==> src/rtl/bit_serializer_pkg.sv <==
// rtl/bit_serializer_pkg.sv - shared types and defaults for the bit serializer
package bit_serializer_pkg;

  localparam int DEFAULT_WIDTH = 8;

  typedef enum logic {
    IDLE  = 1'b0,
    SHIFT = 1'b1
  } state_t;

endpackage

==> src/rtl/bit_serializer_cnt.sv <==
// rtl/bit_serializer_cnt.sv - bit position counter, saturating at WIDTH-1
module bit_serializer_cnt
  import bit_serializer_pkg::*;
#(
  parameter int WIDTH = DEFAULT_WIDTH
) (
  input  logic clk,
  input  logic rst,
  input  logic clr,
  input  logic en,
  output logic last
);

  localparam int CW = $clog2(WIDTH);

  logic [CW-1:0] count_q;
  logic [CW-1:0] count_d;

  assign last = (count_q == CW'(WIDTH - 1));

  // Holding at WIDTH-1 means only a clear can wrap the count back to zero.
  always_comb begin
    count_d = count_q;
    if (clr) begin
      count_d = '0;
    end else if (en && !last) begin
      count_d = count_q + 1'b1;
    end
  end

  always_ff @(posedge clk) begin
    if (rst) begin
      count_q <= '0;
    end else begin
      count_q <= count_d;
    end
  end

endmodule

==> src/rtl/bit_serializer.sv <==
// rtl/bit_serializer.sv - parallel word to serial bit stream with back-to-back reload
module bit_serializer
  import bit_serializer_pkg::*;
#(
  parameter int WIDTH     = DEFAULT_WIDTH,
  parameter bit MSB_FIRST = 1'b1
) (
  input  logic             sys_clk,
  input  logic             sys_rst,
  input  logic             load_valid,
  input  logic [WIDTH-1:0] load_data,
  output logic             load_ready,
  input  logic             shift_en,
  output logic             out,
  output logic             out_valid,
  output logic             done
);

  state_t           state_q;
  state_t           state_d;
  logic [WIDTH-1:0] sreg_q;
  logic [WIDTH-1:0] sreg_d;
  logic [WIDTH-1:0] sreg_shifted;
  logic             head_bit;
  logic             last;
  logic             advance;
  logic             accept;

  generate
    if (MSB_FIRST) begin : g_msb
      assign head_bit     = sreg_q[WIDTH-1];
      assign sreg_shifted = {sreg_q[WIDTH-2:0], 1'b0};
    end else begin : g_lsb
      assign head_bit     = sreg_q[0];
      assign sreg_shifted = {1'b0, sreg_q[WIDTH-1:1]};
    end
  endgenerate

  // shift_en only matters while a word is held.
  assign advance    = (state_q == SHIFT) && shift_en;
  assign done       = !sys_rst && advance && last;
  assign load_ready = !sys_rst && ((state_q == IDLE) || (advance && last));
  assign accept     = load_valid && load_ready;

  assign out_valid  = (state_q == SHIFT);
  assign out        = out_valid && head_bit;

  bit_serializer_cnt #(
    .WIDTH(WIDTH)
  ) u_cnt (
    .clk  (sys_clk),
    .rst  (sys_rst),
    .clr  (accept || done),
    .en   (advance),
    .last (last)
  );

  always_comb begin
    state_d = state_q;
    sreg_d  = sreg_q;
    if (accept) begin
      state_d = SHIFT;
      sreg_d  = load_data;
    end else if (done) begin
      state_d = IDLE;
      sreg_d  = '0;
    end else if (advance) begin
      sreg_d  = sreg_shifted;
    end
  end

  always_ff @(posedge sys_clk) begin
    if (sys_rst) begin
      state_q <= IDLE;
      sreg_q  <= '0;
    end else begin
      state_q <= state_d;
      sreg_q  <= sreg_d;
    end
  end

endmodule

==> config.mk <==
export PLATFORM = sky130hd
export DESIGN_NAME = bit_serializer
export DESIGN_NICKNAME = d
export VERILOG_FILES = /design/src/rtl/bit_serializer_pkg.sv /design/src/rtl/bit_serializer_cnt.sv /design/src/rtl/bit_serializer.sv
export SDC_FILE = /design/constraint.sdc
export NUM_CORES = 1
export LEC_CHECK = 0
export CORE_MARGIN = 5
export CORE_UTILIZATION = 30
export DETAILED_ROUTE_END_ITERATION = 8
export GPL_TIMING_DRIVEN = 1
export PLACE_DENSITY = 0.6
export SYNTH_ARGS = -nofsm -noshare
export SYNTH_HDL_FRONTEND = slang
export SYNTH_SLANG_ARGS = --single-unit
==> constraint.sdc <==
create_clock -name sys_clk -period 3.6 [get_ports sys_clk]
set_input_delay 0.36 -clock sys_clk [delete_from_list [all_inputs] [get_ports sys_clk]]
set_output_delay 0.36 -clock sys_clk [all_outputs]
set_load 0.03 [all_outputs]
After elaboration in Yosys (flattened, before gate mapping)
Index checks and enable logic that the tools add are counted.
{"block": "totals", "ff_bits": 12, "inputBits": 12, "out_inout_bits": 4, "elab_cells": 26}
{"block": "classes", "n_addsub": 1, "eq_ne": 1, "n_mux": 5, "bitwise_logic": 1, "reduce_logical": 15}
{"op": "8-bit 2-to-1 mux", "n": 3}
{"op": "1-bit logical AND", "n": 8}
{"op": "3-bit by 1-bit adder with 3-bit output, second input constant", "n": 1}
{"op": "3-bit equality test, second input constant", "n": 1}
{"op": "3-bit nonzero test", "n": 1}
{"op": "1-bit zero test", "n": 2}
{"op": "1-bit logical OR", "n": 2}
{"op": "1-bit 2-to-1 mux", "n": 2}
{"op": "2-bit nonzero test", "n": 1}
{"op": "2-bit OR reduction", "n": 1}
{"op": "1-bit NOT", "n": 1}

Depth between registers and ports, before layout
Gate-level depths: netlist of the first run.
{"block": "depth", "word_depth": 7, "depth_mapped": 6, "ltp_nobuf": 5}

Hierarchy
From an unflattened synthesis of the first run, not the netlist that was laid out.
{"block": "unflattened", "hier_cells": 67, "area_unflattened_um2": 610.6}
{"mod": "bit_serializer", "n_inst": 1, "cells_per_inst": 55, "area_each_um2": 467.9}
{"mod": "bit_serializer_cnt", "n_inst": 1, "cells_per_inst": 12, "area_each_um2": 142.6}

Least setup slack after synthesis of the first run
OpenSTA, ideal clock, no wires.
{"block": "synth_path", "path_type": "flip-flop to output port", "start": "register u_cnt.count_q[0]", "end": "output load_ready", "arrival_ns": 1.288, "path_slack_ns": 1.952, "stages_incl_launch_ff": 6, "n_path_buf": 1, "cell_sequence": "dfxtp_1 ha_1 ha_1 a21boi_2 buf_2 nor2_1"}
{"block": "synth_via", "elab_chain_len": 4}
{"item": "start, declared", "line_no": "bit_serializer_cnt.sv:16", "rtl": "logic [CW-1:0] count_q;"}
{"item": "start signal, assigned", "line_no": "bit_serializer_cnt.sv:35", "rtl": "count_q <= count_d;"}
{"item": "3-bit equality test", "line_no": "bit_serializer_cnt.sv:19", "rtl": "assign last = (count_q == CW'(WIDTH - 1));"}
{"item": "1-bit logical AND", "line_no": "bit_serializer.sv:42", "rtl": "assign load_ready = !sys_rst && ((state_q == IDLE) || (advance && last));"}
{"item": "1-bit logical OR", "line_no": "bit_serializer.sv:42"}
{"item": "1-bit logical AND", "line_no": "bit_serializer.sv:42"}
{"item": "end, declared", "line_no": "bit_serializer.sv:12", "rtl": "output logic load_ready,"}
Every way passes these cells.

Worst setup path in the final report of the first run
{"block": "layout_path", "start": "input sys_rst", "end": "output done"}
{"block": "layout_via", "elab_chain_len": 3}
{"item": "start, declared", "line_no": "bit_serializer.sv:9", "rtl": "input logic sys_rst,"}
{"item": "1-bit zero test", "line_no": "bit_serializer.sv:41", "rtl": "assign done = !sys_rst && advance && last;"}
{"item": "1-bit logical AND (2 in series)", "line_no": "bit_serializer.sv:41"}
{"item": "end, declared", "line_no": "bit_serializer.sv:16", "rtl": "output logic done"}
Every way passes these cells.

==> summary.txt, run 1 <==
outcome -> completed
Final WS setup -> 1.20 ns
number of flops mapped to enable cells by yosys -> 0
Final Hold Viols -> 0
clk_skew -> 0.000407 ns
sequential area share after synthesis -> 0.364
drt drc -> 0
Tot Pwr -> 281 uW
Syn Inst Count -> 71
Synth area leaders -> dfxtp_1 36%, a311oi_2 16%, nand3_1 5.3%, nor3_1 5.3%, nand2_1 4.5%
pre-CTS WS -> 1.21 ns
setup TNS -> 0 ns
port bufs -> 15
Hold WC Path Type -> reg2reg
synthesized area -> 661 um^2
Starting Density -> 0.308
CP Data Arrival Time -> 2.04 ns
fillers -> 228
pwr/cell area -> 333 nW/um^2
syn nets -> 85
post-synth top area cell -> dfxtp_1
Layout area overhead -> 27.8%
number of global-route vias before repair -> 518
Cell Count, Final, Fillers Out -> 113
shortest period the worst path allows -> 2.40 ns
pin count of the biggest net entering global routing -> 14
peak supply drop -> 0.000102 V
Worst-path clk slew -> 0.07 ns
Ys Warns -> 0
crit path max fanout -> 13
Via density -> 5.03
Die Footprint -> 3240 um^2
routed wire length -> 1380 um
DR iter-0 viols -> 15
Core Box Area -> 2150 um^2
Main synth FF type -> dfxtp_1
Num CTS Buffers -> 3
Hold Crit Depth -> 2
synthesis-stage register bit count -> 12
Final #Nets -> 101
Lkg Pwr -> 0.320 nW
Final period util -> 0.666
R2R setup slack -> 1.84 ns
FP Rows -> 17
clock latency at the later pin of the worst-skew pair -> 0.27 ns
initial antenna violation count -> 0
Rel. slew slack -> 0.756
Fmax achieved -> 417 MHz
CP Launch Type -> primary input
asr flop ratio synth -> 0
clk buf depth -> 2
R2R depth -> 6
Hold WS -> 0.502 ns
Total GRT Usage -> 0.0924
height of the die -> 56.9 um
Worst-Margin Slew -> 0.365 ns
Synth top area share -> 0.364
Chip Width -> 56.9 um
Top Ports -> 16
Inst Count DP -> 110
RSZ-0062 raised after global routing -> false
CTS resizes -> 0
average wire per standard cell -> 12.2 um
syn_area_per_cell -> 9.30 um^2
Design Area, Final -> 845 um^2
Detailed Place HPWL -> 1030 um
Setup violations, final -> 0
share of cells above drive strength 1 -> 0.165
Routed Antenna Nets -> 0
CTS H-tree depth -> 1
gr ovfl total -> 0
critical path data required time -> 3.24 ns
first-pass GRT wire length -> 2300 um
Slew Viols, Final -> 0
Post-CTS Setup Inserts -> 0
placed inst area -> 822 um^2
antenna cells -> 0
max cap viols -> 0
Setup crit end kind -> primary output
vias post-DR -> 568
clock root cell -> clkbuf_4
share of the core filled with cells -> 0.393
crit path kind -> in2out
router iterations before antenna repair -> 4
clock sinks -> 12
CTS tree -> built
CTS Hold Bufs -> 0
global placement routability congestion -> 0.801
Synth cell types -> 23
cells in the mapped netlist, types with 2 or more instances:
library cell,instances
a311oi_2,7
and2_1,2
buf_1,2
buf_6,2
dfxtp_1,12
ha_1,2
mux2i_1,2
nand2_1,8
nand3_1,7
nor2_1,8
nor3_1,7
cell type report:
type	instances	area, um^2	share of cell area
clock buffer	3	22.5	0.0267
tap	28	35.0	0.0415
sequential	12	240	0.284
multi-input combinational	53	382	0.452
timing repair buffer	17	165	0.196
critical path, cell delays in order:
cell and delay [ns]:
clkdlybuf4s50_1 0.40, buf_4 0.19, nand2b_1 0.26, nor2_1 0.14, clkdlybuf4s50_1 0.69
state kept, by name, indices dropped and copies added, names as in the netlist:
register,flops
out_valid,1
u_cnt.count_q,3
sreg_q,8
logic make-up (layout without fill, tap and decap cells):
logic type / after synthesis / in the layout / synth area share
DFF: 12 / 12 / 0.364
muxes: 2 / 2 / 0.0303
adders and majority gates: 2 / 2 / 0.0379
AOI/OAI and AO/OA: 11 / 11 / 0.218
buffers and inverters: 6 / 20 / 0.0587
xor gates and xnor gates: 1 / 1 / 0.0133
and+or+nand+nor: 37 / 37 / 0.278
report_power, final:
group          switching, mW  total [mW]  internal (mW)
clock network         0.0431      0.0818         0.0387
logic                 0.0269      0.0551         0.0282
registers            0.00462       0.144          0.140
cell usage in the layout (no fill, tap or decap):
cell,n
o21bai_1,1
nand3_1,7
ha_1,2
nor3b_1,1
nand2_1,8
and2_1,2
nor3_1,7
mux2i_1,2
a311oi_2,7
a21boi_2,1
o211a_1,1
nor2_1,8
clkbuf_4,3
nand3b_1,1
xor2_1,1
o21ba_1,1
nand2b_1,1
or2_1,1
dfxtp_1,12
buf_4,2
nand2b_4,1
clkdlybuf4s50_1,15
routing by layer:
layer | track usage | vias to the layer above | routed length, um
li1 | - | 287 | -
met1 | 0.109 | 260 | 597
met2 | 0.148 | 16 | 672
met3 | 0.0207 | 5 | 65
met4 | 0.0596 | 0 | 46
met5 | 0 | - | 0
worst paths after layout:
path                                          endpoint                     startpoint
worst max register to register  sreg_q[2]$_SDFFE_PP0P_  u_cnt.count_q[0]$_SDFFE_PP0P_
worst min-delay path            sreg_q[7]$_SDFFE_PP0P_         sreg_q[7]$_SDFFE_PP0P_
worst max-delay path                              done                        sys_rst
worst min register to register  sreg_q[7]$_SDFFE_PP0P_         sreg_q[7]$_SDFFE_PP0P_
Power figures use the tool's default switching activity.
==> run 2, diff against run 1 <==
==> constraint.sdc (replaced) <==
create_clock -name sys_clk -period 2.3 [get_ports sys_clk]
set_input_delay 0.23 -clock sys_clk [delete_from_list [all_inputs] [get_ports sys_clk]]
set_output_delay 0.23 -clock sys_clk [all_outputs]
set_load 0.03 [all_outputs]
==> run 2 against run 1 <==
  * Clock skew is 0.0076 ns higher
  * Sequential cell count stayed put
  * Clock power increased by 55%
  * Global-route usage increased by 0.19 points
  * Cell area rose by 0.59%
  * Wire length up 6.4%
  * Sequential power up 57%
  * Worst setup slack worse by 1.0 ns
  * Die area did not move
  * Total power increased by 57%
  * Combinational power rose by 61%
  * Critical path type is now reg2out
  * Highest routed layer is now met3
==> summary.txt, run 2 (synthesized netlist as in run 1, its figures left out) <==
RSZ-0062 raised after global routing -> false
Total GRT Usage -> 0.0942
vias post-DR -> 565
routed wire length -> 1470 um
fillers -> 224
clock sinks -> 12
CTS resizes -> 0
initial antenna violation count -> 0
share of cells above drive strength 1 -> 0.186
crit path kind -> reg2out
max cap viols -> 0
CP Launch Type -> register
Core Box Area -> 2150 um^2
CP dominant cell by count -> ha_1
Chip Width -> 56.9 um
Sw Share -> 0.264
Lkg Pwr -> 0.327 nW
Reg area -> 240 um^2
clock root cell -> clkbuf_4
Final #Nets -> 102
Top Ports -> 16
Die Footprint -> 3240 um^2
Via density -> 4.96
CTS tree -> built
pin count of the biggest net entering global routing -> 13
Layout area overhead -> 28.6%
Fmax achieved -> 470 MHz
Setup crit end kind -> primary output
setup TNS -> 0 ns
max FFs per register -> 8
first-pass GRT wire length -> 2430 um
area occupied by multi-input gates -> 382 um^2
placed inst area -> 827 um^2
critical-path cell list -> ha_1 -> ha_1 -> a21boi_2 -> nor2_1 -> clkdlybuf4s50_1
Largest Register -> sreg_q
critical path data required time -> 2.07 ns
most frequent cells in the layout -> 14 x clkdlybuf4s50_1, 12 x dfxtp_1, 8 x nand2_1, 8 x nor2_1
average wire per standard cell -> 12.9 um
Starting Density -> 0.308
height of the die -> 56.9 um
Final Hold Viols -> 0
drt drc -> 0
peak supply drop -> 0.000174 V
Post-CTS Setup Inserts -> 0
pwr/cell area -> 520 nW/um^2
Cell Int Power -> 325 uW
clock latency at the later pin of the worst-skew pair -> 0.27 ns
CTS Hold Bufs -> 0
crit path max fanout -> 3
CTS H-tree depth -> 1
combinational share of power -> 0.201
share of the core filled with cells -> 0.395
pre-CTS WS -> 0.393 ns
Design Area, Final -> 850 um^2
FP Rows -> 17
Final period util -> 0.925
CP max-delay cell -> clkdlybuf4s50_1
number of global-route vias before repair -> 588
router iterations before antenna repair -> 4
Clk network pwr share -> 0.288
gr ovfl total -> 0
Rel. slew slack -> 0.759
Setup violations, final -> 0
CP Data Arrival Time -> 1.90 ns
Slew Viols, Final -> 0
Worst-Margin Slew -> 0.362 ns
Buf+Inv Stages, Crit Path -> 1
switching power -> 117 uW
Hold WC Path Type -> reg2reg
DR iter-0 viols -> 13
Sequential Power Share -> 0.511
slowest stage delay, CP -> 0.70 ns
Routed Antenna Nets -> 0
Hold WS -> 0.497 ns
port bufs -> 15
Tot Pwr -> 441 uW
outcome -> completed
clk buf depth -> 2
global placement routability congestion -> 0.746
antenna cells -> 0
Worst-path clk slew -> 0.08 ns
Crit path max-delay family -> buffers and inverters
clk_skew -> 0.00800 ns
Cell Count, Final, Fillers Out -> 114
Num CTS Buffers -> 3
Inst Count DP -> 111
shortest period the worst path allows -> 2.13 ns
commonest non-fill, non-tap cell in the layout -> clkdlybuf4s50_1
Final WS setup -> 0.172 ns
Detailed Place HPWL -> 1100 um
[run 2: changes by cell type in the layout (fill, tap and decap cells not counted), sizes merged]
cell / delta
buf: +2
clkdlybuf4s50: -1
[run 2: path summary, 6_finish.rpt]
kind / from / to / slack (ns) / cells after the start
worst max-delay path: u_cnt.count_q[0]$_SDFFE_PP0P_ / load_ready / 0.17 / 5
worst min-delay path: sreg_q[7]$_SDFFE_PP0P_ / sreg_q[7]$_SDFFE_PP0P_ / 0.50 / 2
worst max register to register: u_cnt.count_q[0]$_SDFFE_PP0P_ / sreg_q[2]$_SDFFE_PP0P_ / 0.54 / 6
worst min register to register: sreg_q[7]$_SDFFE_PP0P_ / sreg_q[7]$_SDFFE_PP0P_ / 0.50 / 2
[run 2: per-layer routing]
layer  part of all wire  GRT usage
met5                  0          0
met1               0.42     0.0944
met3              0.035     0.0138
met4                  0     0.0596
met2               0.55      0.178
[run 2: layout make-up]
type	instances	area share
Timing Repair Buffer	18	0.200
Sequential cell	12	0.283
Tap cell	28	0.0412
Multi-Input combinational cell	53	0.449
Clock buffer	3	0.0265
[run 2: power groups by stage]
| stage | Combinational [mW] | Clock, mW | Sequential (mW) |
|---|---|---|---|
| detailed placement | 0.0892 | 0 | 0.231 |
| finish | 0.0887 | 0.127 | 0.226 |
| global placement | 0.0877 | 0 | 0.230 |
| global route | 0.0957 | 0.139 | 0.227 |
| CTS | 0.0896 | 0.129 | 0.226 |
| floorplan | 0.0523 | 0 | 0.231 |
[run 2: worst register-to-register path: cells and delay by family (launching register included)]
family          cells  cell delay [ns]
fa+ha+maj           2             0.42
buf+inv             1             0.21
flops               1             0.33
compound gates      2             0.31
simple gates        1             0.35
